`src/rtl/decode_pkg.sv`:
```
// Shared decode definitions: opcode constants, instruction field positions
// and the FSM state encoding used by the instruction decode buffer.
package decode_pkg;

  localparam logic [4:0] OP_NOP  = 5'd0;
  localparam logic [4:0] OP_LDM  = 5'd12;
  localparam logic [4:0] OP_IADD = 5'd13;
  localparam logic [4:0] OP_SHL  = 5'd14;
  localparam logic [4:0] OP_SHR  = 5'd15;
  localparam logic [4:0] OP_CALL = 5'd20;
  localparam logic [4:0] OP_RET  = 5'd21;
  localparam logic [4:0] OP_RTI  = 5'd22;

  localparam int OPC_MSB  = 15;
  localparam int OPC_LSB  = 11;
  localparam int RDST_MSB = 10;
  localparam int RDST_LSB = 8;
  localparam int RSRC_MSB = 7;
  localparam int RSRC_LSB = 5;

  typedef logic [0:0] state_t;

  localparam state_t S_OP  = 1'b0;
  localparam state_t S_IMM = 1'b1;

endpackage

```
`src/rtl/opcode_classifier.sv`:
```
// Combinational opcode classifier: flags opcodes whose instruction is
// followed by a second word carrying an immediate operand.
module opcode_classifier
  import decode_pkg::*;
(
  input  logic [4:0] opcode,
  output logic       needs_imm
);

  // Only the immediate-form ALU/load opcodes consume a second word;
  // control-flow opcodes and everything else are single-word.
  always_comb begin
    needs_imm = 1'b0;
    case (opcode)
      OP_LDM, OP_IADD, OP_SHL, OP_SHR: needs_imm = 1'b1;
      OP_NOP, OP_CALL, OP_RET, OP_RTI: needs_imm = 1'b0;
      default:                         needs_imm = 1'b0;
    endcase
  end

endmodule

```
`src/rtl/instruction_decode_buffer.sv`:
```
// Instruction decode buffer: assembles one- or two-word instructions from
// the fetch stream and presents decoded fields one cycle after the final
// word is accepted. Honours stall (freeze) and flush (discard).
module instruction_decode_buffer
  import decode_pkg::*;
#(
  parameter int W = 16
) (
  input  logic         clk,
  input  logic         rst,
  input  logic [W-1:0] instr_in,
  input  logic         instr_valid,
  input  logic         stall,
  input  logic         flush,
  output logic         dec_valid,
  output logic [4:0]   dec_opcode,
  output logic [2:0]   dec_rdst,
  output logic [2:0]   dec_rsrc,
  output logic [W-1:0] dec_imm,
  output logic         dec_has_imm,
  output logic         dec_busy,
  output logic [15:0]  issued_count
);

  state_t     state;
  logic [4:0] lat_opcode;
  logic [2:0] lat_rdst;
  logic [2:0] lat_rsrc;
  logic       needs_imm;

  logic [4:0] in_opcode;
  logic [2:0] in_rdst;
  logic [2:0] in_rsrc;

  assign in_opcode = instr_in[OPC_MSB:OPC_LSB];
  assign in_rdst   = instr_in[RDST_MSB:RDST_LSB];
  assign in_rsrc   = instr_in[RSRC_MSB:RSRC_LSB];

  opcode_classifier u_classifier (
    .opcode    (in_opcode),
    .needs_imm (needs_imm)
  );

  // Busy while the first word of an immediate instruction is held.
  assign dec_busy = (state == S_IMM);

  // Decode FSM and registered outputs; flush beats stall, stall beats idle.
  always_ff @(posedge clk or negedge rst) begin
    if (!rst) begin
      state        <= S_OP;
      lat_opcode   <= '0;
      lat_rdst     <= '0;
      lat_rsrc     <= '0;
      dec_valid    <= 1'b0;
      dec_opcode   <= '0;
      dec_rdst     <= '0;
      dec_rsrc     <= '0;
      dec_imm      <= '0;
      dec_has_imm  <= 1'b0;
      issued_count <= '0;
    end else if (flush) begin
      state       <= S_OP;
      lat_opcode  <= '0;
      lat_rdst    <= '0;
      lat_rsrc    <= '0;
      dec_valid   <= 1'b0;
      dec_opcode  <= '0;
      dec_rdst    <= '0;
      dec_rsrc    <= '0;
      dec_imm     <= '0;
      dec_has_imm <= 1'b0;
    end else if (stall) begin
      state <= state;
    end else if (!instr_valid) begin
      dec_valid   <= 1'b0;
      dec_opcode  <= '0;
      dec_rdst    <= '0;
      dec_rsrc    <= '0;
      dec_imm     <= '0;
      dec_has_imm <= 1'b0;
    end else if (state == S_IMM) begin
      state        <= S_OP;
      dec_valid    <= 1'b1;
      dec_opcode   <= lat_opcode;
      dec_rdst     <= lat_rdst;
      dec_rsrc     <= lat_rsrc;
      dec_imm      <= instr_in;
      dec_has_imm  <= 1'b1;
      issued_count <= issued_count + 16'd1;
    end else if (needs_imm) begin
      state       <= S_IMM;
      lat_opcode  <= in_opcode;
      lat_rdst    <= in_rdst;
      lat_rsrc    <= in_rsrc;
      dec_valid   <= 1'b0;
      dec_opcode  <= '0;
      dec_rdst    <= '0;
      dec_rsrc    <= '0;
      dec_imm     <= '0;
      dec_has_imm <= 1'b0;
    end else begin
      dec_valid    <= 1'b1;
      dec_opcode   <= in_opcode;
      dec_rdst     <= in_rdst;
      dec_rsrc     <= in_rsrc;
      dec_imm      <= '0;
      dec_has_imm  <= 1'b0;
      issued_count <= issued_count + 16'd1;
    end
  end

endmodule

```
`config.mk`:
```
export PLATFORM = sky130hd
export DESIGN_NAME = instruction_decode_buffer
export DESIGN_NICKNAME = d
export VERILOG_FILES = /design/src/rtl/decode_pkg.sv /design/src/rtl/opcode_classifier.sv /design/src/rtl/instruction_decode_buffer.sv
export SDC_FILE = /design/constraint.sdc
export NUM_CORES = 1
export LEC_CHECK = 0
export ABC_AREA = 1
export CORE_ASPECT_RATIO = 0.6
export CORE_MARGIN = 8
export CORE_UTILIZATION = 45
export CTS_BUF_LIST = sky130_fd_sc_hd__clkbuf_4 sky130_fd_sc_hd__clkbuf_8
export DETAILED_ROUTE_END_ITERATION = 7
export PLACE_DENSITY = 0.82
export SETUP_SLACK_MARGIN = 0.1
export SLEW_MARGIN = 20
export SYNTH_ARGS = -nofsm -noshare
export SYNTH_HDL_FRONTEND = slang
export SYNTH_HIERARCHICAL = 1
export SYNTH_SLANG_ARGS = --single-unit
```
`constraint.sdc`:
```
create_clock -name clk -period 2.6 [get_ports clk]
set_clock_uncertainty 0.15 [all_clocks]
set_input_delay 0.26 -clock clk [delete_from_list [all_inputs] [get_ports clk]]
set_output_delay 0.26 -clock clk [all_outputs]
set_load 0.01 [all_outputs]
```
# After elaboration in Yosys (flattened, before gate mapping)
# Memory sizes are Yosys's and may differ from the RTL's.
# Index checks and enable logic that the tools add are counted.
# word_totals
wordCells,73
inputBits,21
latch_bits,0
mem_bits_ro,32
mem_count,1
mem_bits_rw,0
output_inout_bits,46
register_bits,57
# mem_list
memory,depth,width,rd,rd_clocked_by_memory_dff,write_ports,line_no,text
(name not given),32,1,1,0,0,opcode_classifier.sv:14,case (opcode)
# classes
n_lt_le_gt_ge,0
div,0
n_shift,0
n_bitwise,2
n_mux,50
n_reduce_logical,5
mul,0
addsub,1
n_eq_ne,3
# ops
cell,count
16-bit two-way mux,6
3-bit two-way mux,20
5-bit two-way mux,10
16-bit by 1-bit adder with 16-bit output (second input constant),1
1-bit two-way mux,14
4-bit AND reduction,2
2-bit inequality test (second input constant),2
2-bit nonzero test,2
2-bit by 1-bit inequality test with 1-bit output (second input constant),1
1-bit inverter,2
2-bit AND reduction,1

# Longest topological paths before layout
# Gate-level depths: netlist of the first run.
# An unclocked memory read counts as a cell.
# logic_depth
depth_word,6
ltp_mapped,9
depth_no_buf,9

# Hierarchy
# The synthesis of the first run kept the hierarchy.
# modules_own_cells
mod,area_each_um2,seq_area_each_um2,instances,cells_per_inst
instruction_decode_buffer,2686.3,1426.4,1,282
opcode_classifier,10.0,0.0,1,2

# Worst setup path after synthesis of the first run
# No wires, ideal clock.
# synth_timing
path_kind,register to register
from,reg issued_count[0]
to,reg issued_count[10]
t_required_ps,2337
path_buffers,0
period_less_slack_ps,1471
setup_slack_ps,1129
setup_ps,113
path_stages_with_launch,9
arrival_time_ps,1208
path_cell_list,dfrtp_1 ha_1 nand2_1 nor2_2 nand2_1 nor2_4 nand3_1 nand2_1 inv_1
# synth_between
elab_chain_cells,3
# synth_lines
item,line_no,text
from (decl),instruction_decode_buffer.sv:22,output logic [15:0] issued_count
from (signal assigned),instruction_decode_buffer.sv:89,issued_count <= issued_count + 16'd1;
from (signal assigned),instruction_decode_buffer.sv:108,issued_count <= issued_count + 16'd1;
16-bit by 1-bit adder with 16-bit output *,"instruction_decode_buffer.sv:89, instruction_decode_buffer.sv:108",
16-bit two-way mux,instruction_decode_buffer.sv:90,end else if (needs_imm) begin
16-bit two-way mux *,instruction_decode_buffer.sv:81,end else if (state == S_IMM) begin
# Mark *: on every way between the ends. The rest lies on a longest branch, timed or not. The select of a mux whose other input is x is not followed.
# A chain may end at the register's enable or synchronous reset.

# Final worst setup path of the first run
# layout_timing
from,reg state (netlist: dec_busy)
to,out dec_busy
# layout_lines
item,line_no,text
from (decl),instruction_decode_buffer.sv:25,state_t state;
from (signal assigned),instruction_decode_buffer.sv:73,state <= state;
to (decl),instruction_decode_buffer.sv:21,"output logic dec_busy,"
# No word-level cell between the ends.

==> results of run 1 <==
## worst register-to-register path, delay by kind of cell (launching register included)
family | cells | cell delay [ps]
AOI/OAI and AO/OA | 2 | 350
DFF | 1 | 530
and+or+nand+nor | 1 | 720
## through the flow
step / power, W / hold slack, ps / util
floorplan: 0.001176 / -185.6 / -
CTS: 0.002314 / 334.8 / 0.6413
global placement: 0.001369 / 152.6 / 0.5999
finish: 0.002303 / 334.3 / 0.6413
global route: 0.002404 / 351.8 / 0.6413
detailed placement: 0.001383 / 156.6 / 0.5999
## path summary, 6_finish.rpt
path / start / endpoint / slack (ps) / depth (start not counted)
setup / recovery: dec_busy$_DFFE_PN0P_ / dec_busy / 640 / 1
hold / removal: dec_imm[14]$_DFFE_PN0P_ / dec_imm[14]$_DFFE_PN0P_ / 330 / 2
setup reg to reg: dec_busy$_DFFE_PN0P_ / dec_rsrc[2]$_DFFE_PN0P_ / 770 / 3
hold reg to reg: dec_imm[14]$_DFFE_PN0P_ / dec_imm[14]$_DFFE_PN0P_ / 330 / 2
max in group asynchronous: rst / dec_imm[14]$_DFFE_PN0P_ / 1280 / 3
min in group asynchronous: rst / lat_rdst[0]$_DFFE_PN0P_ / 340 / 2
## power by group through the flow
stage / sequential [W] / combinational [W] / clock [W]
global route: 0.00102 / 0.000387 / 0.000994
global placement: 0.00102 / 0.000345 / 0
floorplan: 0.00104 / 0.000140 / 0
detailed placement: 0.00103 / 0.000356 / 0
finish: 0.00101 / 0.000354 / 0.000935
CTS: 0.00101 / 0.000358 / 0.000945
## flip-flops by register name, indices dropped and copies added (netlist names)
register,cells
lat_rsrc,3
dec_imm,16
dec_opcode,5
issued_count,16
dec_rdst,3
lat_opcode,5
dec_busy,1
lat_rdst,3
dec_has_imm,1
dec_valid,1
dec_rsrc,3
## layout make-up
cell class | instances | share of cell area
sequential | 57 | 0.3919
multi-input combinational | 181 | 0.2860
timing repair buffer | 71 | 0.1911
inverter | 37 | 0.04160
clock buffer | 9 | 0.03403
clock inverter | 7 | 0.02784
tap | 80 | 0.02750
## cells in the mapped netlist, drive strengths merged
cell type	n	area, sq um
nand2	74	294.0
dfrtp	57	1426
inv	36	147.7
o21ai	24	135.1
nor2	21	143.9
nand3	20	130.1
buf	8	73.82
a22o	7	61.31
nand4	7	43.79
o211ai	6	75.07
a21oi	5	25.02
a22oi	5	37.54
xor2	5	43.79
o22ai	4	25.02
clkbuf	1	3.750
clkinv	1	3.750
ha	1	12.51
nor3	1	5.000
xnor2	1	8.760
## per-layer routing
metal,track usage,part of all wire,up-vias
met5,0,0,-
li1,-,-,1078
met3,0.04272,0.058,4
met1,0.2425,0.47,1098
met4,0.04633,0.0086,0
met2,0.2477,0.46,65
## cells by family after synthesis
logic type,count (synthesis)
buf+inv,46
xor+xnor,6
fa+ha+maj,1
compound gates,51
flops,57
simple gates,123
==> flow_metrics.env, run 1 <==
export IMPL_fin_nets=379
export IMPL_critPathKind="flop to output pin"
export IMPL_netSwitchingFraction=0.2798
export IMPL_synth_fa_ha_area_frac=0.004640
export IMPL_cp_data_required_time_ps=2190
export IMPL_fmax_mhz=510.4
export IMPL_grt_max_degree=29
export IMPL_seq_area_sq_um=1426
export IMPL_vias_per_cell=5.079
export IMPL_arrival_ps=1550
export IMPL_combPwrFrac=0.154
export IMPL_synth_compound_area_frac=0.1332
export IMPL_clk_pin_slew_ps=70
export IMPL_core_sq_um=5675
export IMPL_track_usage=0.1703
export IMPL_p_sw_w=0.0006444
export IMPL_ant_nets=0
export IMPL_worst_path_largest_cell_delay_ps=630
export IMPL_cellInternalPower_w=0.001658
export IMPL_die_area_sq_um=8806
export IMPL_gr_total_overflow=0
export IMPL_power_frac_clock=0.406
export IMPL_dp_cells=425
export IMPL_multiInputGateArea_sq_um=1041
export IMPL_power_density_nw_per_um2=632.7
export IMPL_clock_sinks=57
export IMPL_outcome="completed"
export IMPL_synth_avg_cell_area_sq_um=9.494
export IMPL_cp_slowest_cell="clkdlybuf4s50_1"
export IMPL_htreeDepth=3
export IMPL_slew_viol_final=0
export IMPL_p_seq_frac=0.440
export IMPL_crit_family="buffers and inverters"
export IMPL_io_pins=67
export IMPL_finalSetupViolCount=0
export IMPL_yosysSeqAreaShare=0.5290
export IMPL_worstSetupEndpointType="output pin"
export IMPL_critical_path_buf_inv_count=1
export IMPL_post_route_drc_count=0
export IMPL_syn_inst=284
export IMPL_cts_tree="yes"
export IMPL_yosys_area_share_simple=0.2288
export IMPL_wl_um=7288
export IMPL_rows=21
export IMPL_clk_path_buf_depth=2
export IMPL_synth_seq_cells=57
export IMPL_hp_class="flop to flop"
export IMPL_period_needed_ps=1959
export IMPL_dr_first_iter_drc_count=195
export IMPL_wire_per_inst_um=16.49
export IMPL_dr_pass1_iters=5
export IMPL_post_cts_setup_buffers=0
export IMPL_crit_chain="clkdlybuf4s50_1"
export IMPL_synth_nets=306
export IMPL_clock_latency_ps=330
export IMPL_ctsResizeCount=0
export IMPL_cp_start_kind="flop"
export IMPL_drive_gt1_frac=0.1326
export IMPL_fp_dieH_um=75.96
export IMPL_post_route_period_util=0.7535
export IMPL_cts_root_buf="clkbuf_8"
export IMPL_ys_types=32
export IMPL_final_cell_mix="nand2_1 (73), clkdlybuf4s50_1 (65), dfrtp_1 (57)"
export IMPL_tightest_slew_ps=829.4
export IMPL_antenna_cells=0
export IMPL_cts_buffers=9
export IMPL_hold_buffers=1
export IMPL_grt_pass1_wl_um=11800
export IMPL_initial_core_util=0.4751
export IMPL_fin_area_sq_um=3640
export IMPL_grt_pass1_vias=2274
export IMPL_syn_to_final_growth_pct=34.99
export IMPL_irDropWorstVdd_v=0.0003326
export IMPL_fillers=481
export IMPL_yosys_warnings=6
export IMPL_setup_tns_ps=0
export IMPL_syn_area_sq_um=2696
export IMPL_drv_cap=0
export IMPL_synth_top_family_by_area="simple AND/OR/NAND/NOR gates"
export IMPL_critPathMaxFanout=9
export IMPL_muxShareOfSynthArea=0
export IMPL_relSlewSlack=0.4451
export IMPL_place_congestion=0.8784
export IMPL_antenna_found_initial=0
export IMPL_place_area_sq_um=3405
export IMPL_yosys_area_share_xor_xnor=0.01949
export IMPL_pre_cts_ws_ps=462.5
export IMPL_dp_final_hpwl_um=5529
export IMPL_power_leakage_nw=1.677
export IMPL_final_common_cell="nand2_1"
export IMPL_final_cells=442
export IMPL_fin_ws_ps=640.9
export IMPL_hold_viol=0
export IMPL_via_count=2245
export IMPL_io_buffers=66
export IMPL_rsz0062_at_grt="no"
export IMPL_fp_dieW_um=115.9
(Power assumes the default switching activity.)
==> run 2, diff against run 1 <==
PLACE_DENSITY = 0.85   (was 0.82)
clock period = 1.77 ns   (was 2.6 ns; I/O delays follow)
==> flow_metrics.env, run 2 (synthesis results as in run 1) <==
export IMPL_fp_dieW_um=115.9
export IMPL_drv_cap=0
export IMPL_cellInternalPower_w=0.002802
export IMPL_tightest_slew_ps=500.4
export IMPL_worstSetupEndpointType="output pin"
export IMPL_post_route_period_util=0.9200
export IMPL_fin_nets=398
export IMPL_finalSetupViolCount=0
export IMPL_fp_dieH_um=75.96
export IMPL_cts_buffers=9
export IMPL_grt_pass1_vias=2377
export IMPL_power_density_nw_per_um2=958.7
export IMPL_period_needed_ps=1628
export IMPL_dr_first_iter_drc_count=211
export IMPL_worst_path_largest_cell_delay_ps=550
export IMPL_power_frac_clock=0.429
export IMPL_worstRegToRegCells=7
export IMPL_rsz0062_at_grt="no"
export IMPL_p_sw_w=0.0009317
export IMPL_gr_total_overflow=0
export IMPL_grt_pass1_wl_um=12020
export IMPL_cp_start_kind="flop"
export IMPL_reg_top3="dec_imm (16), issued_count (16)"
export IMPL_critical_path_buf_inv_count=1
export IMPL_crit_start="issued_count[11]$_DFFE_PN0P_"
export IMPL_fmax_mhz=614.1
export IMPL_fillers=431
export IMPL_post_route_drc_count=0
export IMPL_p_seq_frac=0.391
export IMPL_wire_per_inst_um=17.02
export IMPL_io_pins=67
export IMPL_drive_gt1_frac=0.2021
export IMPL_outcome="completed"
export IMPL_htreeDepth=3
export IMPL_ant_nets=0
export IMPL_wl_um=7845
export IMPL_hold_viol=0
export IMPL_utilization=0.6863
export IMPL_final_common_cell="nand2_1"
export IMPL_irDropWorstVdd_v=0.0004956
export IMPL_cp_data_required_time_ps=1440
export IMPL_clk_path_buf_depth=2
export IMPL_dr_pass1_iters=5
export IMPL_clock_latency_ps=330
export IMPL_vias_per_cell=5.349
export IMPL_critPathKind="flop to output pin"
export IMPL_critPathMaxFanout=5
export IMPL_core_sq_um=5675
export IMPL_die_area_sq_um=8806
export IMPL_ff2ff_setup_slack_ps=170
export IMPL_cts_tree="yes"
export IMPL_crit_chain="clkdlybuf4s50_1"
export IMPL_dp_cells=435
export IMPL_rows=21
export IMPL_arrival_ps=1300
export IMPL_place_congestion=0.8772
export IMPL_io_buffers=66
export IMPL_grt_max_degree=23
export IMPL_r2r_start="issued_count[2]$_DFFE_PN0P_"
export IMPL_via_count=2466
export IMPL_syn_to_final_growth_pct=44.45
export IMPL_cts_root_buf="clkbuf_8"
export IMPL_seq_area_sq_um=1433
export IMPL_clock_sinks=57
export IMPL_relSlewSlack=0.6664
export IMPL_r2r_end="issued_count[15]$_DFFE_PN0P_"
export IMPL_hp_class="input port to async pin"
export IMPL_final_cell_mix="nand2_1 (71), clkdlybuf4s50_1 (59), dfrtp_1 (52)"
export IMPL_track_usage=0.1742
export IMPL_power_leakage_nw=1.881
export IMPL_clk_pin_slew_ps=70
export IMPL_slew_viol_final=0
export IMPL_netSwitchingFraction=0.2495
export IMPL_crit_family="buffers and inverters"
export IMPL_initial_core_util=0.4751
export IMPL_crit_cells=1
export IMPL_antenna_found_initial=0
export IMPL_combPwrFrac=0.179
export IMPL_cp_endpoint="issued_count[11]"
export IMPL_cp_slowest_cell="clkdlybuf4s50_1"
export IMPL_dp_final_hpwl_um=5429
export IMPL_multiInputGateArea_sq_um=1059
export IMPL_antenna_cells=0
export IMPL_final_cells=461
## run 2: cell count changes in the layout (fill, tap and decap cells not counted), moves of 3 or more
cell	change
buf_12	+3
buf_4	+16
clkdlybuf4s50_1	-6
dfrtp_1	-5
dfrtp_2	+5
dlymetal6s2s_1	+6
## run 2: worst min-delay path by stage
stage | startpoint | endpoint | slack (ps) | cells past startpoint
5_1_grt | rst | dec_opcode[0]$_DFFE_PN0P_ | 240 | 2
2_1_floorplan | rst | dec_busy$_DFFE_PN0P_ | -270 | 0
4_1_cts | rst | dec_opcode[3]$_DFFE_PN0P_ | 190 | 2
3_5_place_dp | rst | lat_opcode[1]$_DFFE_PN0P_ | 20 | 1
6_report | rst | dec_opcode[0]$_DFFE_PN0P_ | 190 | 2
3_3_place_gp | rst | lat_opcode[1]$_DFFE_PN0P_ | 10 | 1
## run 2: metal layers
layer	global-route usage	up-vias	routed length, um
met5	0	-	0
met4	0.05792	0	167
met3	0.04351	23	603
met2	0.2747	140	3756
met1	0.2266	1181	3317
li1	-	1122	-
## run 2: what timing repair did
action | in CTS | in global routing
endpoints found under the hold margin | 16 | 0
gates cloned | 0 | 0
pin swaps | 0 | 2
hold buffers | 1 | 0
resized for setup | 4 | 13
setup endpoints to repair | 11 | 27
buffers inserted | 3 | 6
## run 2: power groups by stage
stage                     Sequential (W)  Clock (W)  Combinational (W)
final                            0.00146    0.00160           0.000670
after global routing             0.00147    0.00167           0.000721
after CTS                        0.00148    0.00162           0.000599
after detailed placement         0.00150          0           0.000542
after global placement           0.00150          0           0.000530
after floorplan                  0.00152          0           0.000205
## run 2: area by class of cell
type	instances	share of cell area
multi-input combinational	181	0.2718
clock buffer	10	0.03373
tap	80	0.02570
timing repair buffer	90	0.2287
clock inverter	6	0.03341
sequential	57	0.3678
inverter	37	0.03887
## run 2: through the flow
stage          area (sq um)  total power [W]  hold slack [ps]  worst slack [ps]  setup TNS, ps
2_1_floorplan          2696         0.001727           -268.6             298.8              0
3_3_place_gp           3505         0.002032            12.56            -167.0          -1647
3_5_place_dp           3505         0.002046            19.06            -201.9          -2493
4_1_cts                3804         0.003695            190.3             57.58              0
5_1_grt                3895         0.003864            244.5             98.25              0
6_report               3895         0.003734            188.8             141.6              0
